===== src/rtl/lfsr_pkg.sv =====
// Shared types and the single-step LFSR transfer function used by the
// parallel generator.
package lfsr_pkg;

    // Widest LFSR the step function can carry; callers zero-extend to this.
    localparam int unsigned LFSR_MAX_N = 64;

    typedef enum logic {
        LFSR_FIBONACCI = 1'b0,
        LFSR_GALOIS    = 1'b1
    } lfsr_form_e;

    typedef struct packed {
        logic                  out_bit;
        logic [LFSR_MAX_N-1:0] state;
    } lfsr_step_t;

    // One LFSR step on an n-bit register held in the LSBs of a max-width
    // vector. Bits at and above n must be zero on entry and stay zero.
    function automatic lfsr_step_t lfsr_step(
        input logic [LFSR_MAX_N-1:0] state,
        input logic [LFSR_MAX_N-1:0] taps,
        input int unsigned           n,
        input lfsr_form_e            form
    );
        lfsr_step_t r;
        logic       fb;
        r.out_bit = state[0];
        fb        = ^(state & taps);
        if (form == LFSR_GALOIS) begin
            r.state = (state >> 1) ^ ({LFSR_MAX_N{state[0]}} & taps);
        end else begin
            r.state = (state >> 1) | (fb ? (LFSR_MAX_N'(1) << (n - 1)) : '0);
        end
        return r;
    endfunction

endpackage


===== src/rtl/lfsr_advance.sv =====
// Combinational W-step unroll of the LFSR: produces the output word
// (bit 0 first) and the state after W steps.
module lfsr_advance
    import lfsr_pkg::*;
#(
    parameter int unsigned N      = 8,
    parameter int unsigned W      = 1,
    parameter bit          GALOIS = 1'b0
) (
    input  logic [N-1:0] state_i,
    input  logic [N-1:0] taps_i,
    output logic [W-1:0] word_o,
    output logic [N-1:0] next_state_o
);

    localparam lfsr_form_e FORM = GALOIS ? LFSR_GALOIS : LFSR_FIBONACCI;

    logic [LFSR_MAX_N-1:0] chain_s;
    logic [LFSR_MAX_N-1:0] taps_ext;
    lfsr_step_t            step_r;

    always_comb begin
        chain_s          = '0;
        chain_s[N-1:0]   = state_i;
        taps_ext         = '0;
        taps_ext[N-1:0]  = taps_i;
        step_r           = '0;
        word_o           = '0;
        for (int unsigned k = 0; k < W; k++) begin
            step_r    = lfsr_step(chain_s, taps_ext, N, FORM);
            word_o[k] = step_r.out_bit;
            chain_s   = step_r.state;
        end
        next_state_o = chain_s[N-1:0];
    end

endmodule


===== src/rtl/lfsr_parallel_gen.sv =====
// Parallel LFSR bit generator: W bits per beat on a valid/ready stream,
// with optional runtime taps/seed loading and all-zero lock-up flag.
module lfsr_parallel_gen
    import lfsr_pkg::*;
#(
    parameter int unsigned N               = 8,
    parameter int unsigned W               = 1,
    parameter logic [N-1:0] START_VALUE    = N'(8'b00000001),
    parameter logic [N-1:0] TAPS           = N'(8'b00000011),
    parameter bit          GALOIS          = 1'b0,
    parameter bit          VARIABLE_CONFIG = 1'b0
) (
    input  logic         clk_i,
    input  logic         reset_i,
    input  logic         load_config_i,
    input  logic [N-1:0] taps_i,
    input  logic [N-1:0] start_value_i,
    input  logic         ready_i,
    output logic [W-1:0] data_o,
    output logic         valid_o,
    output logic         lockup_o
);

    localparam logic [N-1:0] RESET_STATE = VARIABLE_CONFIG ? '0 : START_VALUE;

    logic [N-1:0] state_q, state_d;
    logic [N-1:0] taps_q, taps_d;
    logic [W-1:0] data_q, data_d;
    logic         valid_q, valid_d;
    logic         lockup_q, lockup_d;

    logic [W-1:0] beat_word;
    logic [N-1:0] beat_next;
    logic         load;

    lfsr_advance #(
        .N      (N),
        .W      (W),
        .GALOIS (GALOIS)
    ) u_advance (
        .state_i      (state_q),
        .taps_i       (taps_q),
        .word_o       (beat_word),
        .next_state_o (beat_next)
    );

    assign load = VARIABLE_CONFIG && load_config_i;

    // Load wins over the handshake; a word offered in the same cycle is
    // still considered accepted downstream, but nothing new is produced.
    always_comb begin
        state_d  = state_q;
        taps_d   = taps_q;
        data_d   = data_q;
        valid_d  = valid_q;
        lockup_d = lockup_q;
        if (load) begin
            taps_d   = taps_i;
            state_d  = start_value_i;
            valid_d  = 1'b0;
            lockup_d = (start_value_i == '0);
        end else if (!valid_q || ready_i) begin
            data_d   = beat_word;
            valid_d  = 1'b1;
            state_d  = beat_next;
            lockup_d = (beat_next == '0);
        end
        if (!VARIABLE_CONFIG) begin
            taps_d = TAPS;
        end
    end

    always_ff @(posedge clk_i or posedge reset_i) begin
        if (reset_i) begin
            state_q  <= RESET_STATE;
            taps_q   <= TAPS;
            data_q   <= '0;
            valid_q  <= 1'b0;
            lockup_q <= (RESET_STATE == '0);
        end else begin
            state_q  <= state_d;
            taps_q   <= taps_d;
            data_q   <= data_d;
            valid_q  <= valid_d;
            lockup_q <= lockup_d;
        end
    end

    assign data_o   = data_q;
    assign valid_o  = valid_q;
    assign lockup_o = lockup_q;

endmodule


===== config.mk =====
export PLATFORM = sky130hd
export DESIGN_NAME = lfsr_parallel_gen
export DESIGN_NICKNAME = d
export VERILOG_FILES = /design/src/rtl/lfsr_pkg.sv /design/src/rtl/lfsr_advance.sv /design/src/rtl/lfsr_parallel_gen.sv
export SDC_FILE = /design/constraint.sdc
export NUM_CORES = 1
export LEC_CHECK = 0
export CAP_MARGIN = 20
export CORE_UTILIZATION = 30
export CTS_BUF_LIST = sky130_fd_sc_hd__clkbuf_4 sky130_fd_sc_hd__clkbuf_8
export DETAILED_ROUTE_END_ITERATION = 16
export PLACE_DENSITY = 0.73
export SYNTH_ARGS = -nofsm -noshare
export SYNTH_HDL_FRONTEND = slang
export SYNTH_SLANG_ARGS = --single-unit

===== constraint.sdc =====
create_clock -name clk_i -period 1.57 [get_ports clk_i]
set_input_delay 0.157 -clock clk_i [delete_from_list [all_inputs] [get_ports clk_i]]
set_output_delay 0.157 -clock clk_i [all_outputs]
set_load 0.03 [all_outputs]

# Yosys cells after proc, flatten, opt, wreduce, memory -nomap -nowiden

Cells that the tools add are included.
W data, S select, Z words.

Mux-type cells: 1
Bitwise gates (word level): 1
Reductions and logical operators: 4

Operator list:

| operator           | number |
|---|---|
| $reduce_xor A64 Y1 | 1 |
| $logic_not A8 Y1   | 1 |
| $mux W8            | 1 |
| $or A7 B8 Y8       | 1 |
| $logic_not A1 Y1   | 1 |
| $logic_or A1 B1 Y1 | 1 |

Register bits after elaboration: 11
Bits of input ports: 20
Logic and storage cells: 10

# Logic depth before layout (Yosys ltp)

Depth after elaboration: 4
Mapped depth: 3
Gate-level depth less buffers: 2

# By module

From an unflattened synthesis, not the netlist that was laid out.

Cells, all modules: 53
Area total of the unflattened synthesis: 596.8 um^2

Modules (own cells, without submodules):

| module            | times used | cells each | area an instance (um^2) |
|---|---|---|---|
| lfsr_parallel_gen | 1          | 30         | 445.4 |
| lfsr_advance      | 1          | 23         | 151.4 |

# Worst setup path before layout

No wires, ideal clock.

Path kind: flip-flop to flip-flop
Start: reg valid_q (netlist: valid_o)
End: reg data_q (netlist: data_o)
Setup time: 125 ps
Data arrival time: 1095 ps
Required time: 1445 ps
Setup slack: 350 ps
Cell stages (with the launch flop): 3
Path buffers: 0
Period minus slack after synthesis: 1220 ps
Cell sequence: dfrtp_1 -> and2b_1 -> mux2_2

Cells in the longest elaborated chain, start to end: 2

RTL lines:

| element                | RTL line                | source |
|---|---|---|
| from (decl)            | lfsr_parallel_gen.sv:29 | `logic valid_q, valid_d;` |
| from (signal assigned) | lfsr_parallel_gen.sv:84 | `valid_q <= valid_d;` |
| $logic_not A1 Y1       | lfsr_parallel_gen.sv:62 | `end else if (!valid_q \|\| ready_i) begin` |
| $logic_or A1 B1 Y1     | lfsr_parallel_gen.sv:62 |  |
| to (signal assigned)   | lfsr_parallel_gen.sv:83 | `data_q <= data_d;` |
| to (decl)              | lfsr_parallel_gen.sv:28 | `logic [W-1:0] data_q, data_d;` |

No other way between the ends.
A chain may end at the register's enable or synchronous reset.

# Worst setup path in the final report

Start: reg valid_q (netlist: valid_o)
End: out valid_o

RTL lines:

| element   | RTL line                | source |
|---|---|---|
| to (decl) | lfsr_parallel_gen.sv:20 | `output logic valid_o,` |

No word-level cell between the ends.

==> impl_metrics.toml <==
[setup_path]
crit_family = "buffers and inverters"
cp_cell_sequence = "clkdlybuf4s50_1"
cp_slowest_cell = "clkdlybuf4s50_1"
reg2reg_depth = 2
cp_num_buf_inv = 1
critPathLaunchType = "register"
cp_max_fo = 4
cp-end-kind = "output pin"
critPathKind = "register to output pin"
cp.arrival_ps = 1310
cpPeakStageDelay_ps = 680
r2r_start = "state_q[2]$_DFFE_PP0P_"
rr_endpoint = "lockup_o$_DFFE_PP0P_"
worst_ep_required_time_ps = 1410
reg2reg_slack_ps = 310

[power]
finalPower_mw = 0.523
peakVddDrop_mv = 0.363
leakagePower_nw = 0.275
power.density_mw_per_mm2 = 958

[cts]
cts_sinks = 11
cts_tree = "built"
numCtsBuffers = 3
clk_pin_slew_ps = 60
clockBufferDepth = 2
postCtsSetupBuffers = 0
root_buffer = "clkbuf_4"
cts_resized = 0
cts_hold_buffers = 0
clk_latency_ps = 260
cts.htree.levels = 1

[finish]
drive_gt1_share_pct = 42.1
layout_common_cells = "dfrtp_1 (10), mux2_2 (9), clkdlybuf4s50_1 (5), clkbuf_4 (4)"
nets = 59
filler_cell_count = 130
layout_commonest_cell = "dfrtp_1"
area_growth_pct = 20.8
antenna_cells = 0

[global_route]
antenna_found_initial = 0
grtUsageTotal_pct = 10.4
grt_overflow = 0
grt_pass1_wl_um = 993
grt_max_degree = 12
grt_pass1_vias = 243

[timing]
fin_hold_ws_ps = 177
period_share_pct = 93.3
max_clock_freq_mhz = 683
clock_skew_ps = 1.10
tns_ps = 0
hold_viol = 0
finalSetupViolCount = 0
min_period_ps = 1460
slew_violations = 0
rsz0062_at_grt = "no"

[floorplan]
num_rows = 13
coreArea_mm2 = 0.00135
pin_count = 23
die_h_um = 40.8
dieArea_mm2 = 0.00166
initial_utilization_pct = 33.5
dieWidth_um = 40.8

[routing]
drc_errors = 0
wirelength_um = 617
post_drt_wl_per_cell_um = 11.6
ant_nets = 0
avgViaCountPerCell = 4.68
num_vias = 248
drt_iter0_markers = 2
first_pass_iters = 2

[logic_synthesis]
yosysUniqueCellTypes = 13
syn_area_per_cell_um2 = 15.1
synth_warnings = 0
synth-seq-area-share_pct = 61.2
ys_ff_latch = 11
syn_inst = 30
syn_area_um2 = 452
syn-num-nets = 50

[placed_design]
place_congestion = 0.729
io_buffer_count = 5
dp_hpwl_um = 472

[run_status]
outcome = "finished, final reports clean"

[flow_run]
drv_cap = 0

[worst_hold_path]
hold_class = "primary input to asynchronous set/reset pin"
-- stage by stage --
step	setup WS, ps	util, %	instance area (um2)	std cells
4_1_cts	85.6	40.4	546	53
2_1_floorplan	350	-	452	30
3_3_place_gp	173	38.2	515	49
5_1_grt	57.4	40.4	546	53
6_report	106	40.4	546	53
3_5_place_dp	135	38.2	515	49
-- layer usage --
metal	global-route usage [%]	up-vias	part of all wire [%]
met5	0	-	0
met2	16.4	7	49
met1	9.59	122	43
met3	6.52	2	5.3
li1	-	117	-
met4	7.50	0	2.9
-- report_power, final --
group          internal, mW  switching, mW  leakage, nW  total, mW
Clock                 0.115         0.0844       0.0184      0.200
Sequential            0.286        0.00185        0.144      0.288
Combinational        0.0159         0.0188        0.113     0.0347
Total                 0.418          0.105        0.275      0.523
-- synth_stat cells --
master,n,area [um2]
or4_4,1,11.3
nand3b_1,1,7.51
inv_1,1,3.75
mux2_2,9,101
or4_1,1,7.51
xor2_1,1,8.76
o31ai_2,1,12.5
and2b_1,1,7.51
buf_2,1,5.00
conb_1,1,3.75
nand2b_1,1,6.26
dfstp_2,1,26.3
dfrtp_1,10,250
-- sequential cells by signal (all words and copies together) (netlist names) --
name,cells
lockup_o,1
valid_o,1
state_q,8
data_o,1
-- logic make-up after synthesis --
| group | count (synthesis) | share of synthesized area (%) |
|---|---|---|
| flip-flops | 11 | 61.2 |
| buffers and inverters | 2 | 1.94 |
| other | 1 | 0.830 |
| AO/OA/AOI/OAI | 1 | 2.77 |
| AND/OR/NAND/NOR | 5 | 8.87 |
| multiplexers | 9 | 22.4 |
| XOR/XNOR | 1 | 1.94 |
-- how the worst max path moves through the flow --
stage	startpoint	to	slack [ps]	cells past startpoint
6_report	valid_o$_DFFE_PP0P_	valid_o	110	1
5_1_grt	valid_o$_DFFE_PP0P_	valid_o	60	1
4_1_cts	valid_o$_DFFE_PP0P_	valid_o	90	1
3_5_place_dp	ready_i	state_q[7]$_DFFE_PP0P_	140	3
3_3_place_gp	ready_i	state_q[1]$_DFFE_PP0P_	170	3
2_1_floorplan	valid_o$_DFFE_PP0P_	data_o$_DFFE_PP0P_	350	2
-- cell type report --
| cell class | instances | area, um2 | area share [%] |
|---|---|---|---|
| sequential | 11 | 277 | 50.7 |
| multi-input combinational | 17 | 166 | 30.5 |
| timing repair buffer | 5 | 50.0 | 9.17 |
| clock buffer | 4 | 30.0 | 5.50 |
| tap | 15 | 18.8 | 3.44 |
| inverter | 1 | 3.75 | 0.688 |
(Power assumes the default switching activity.)
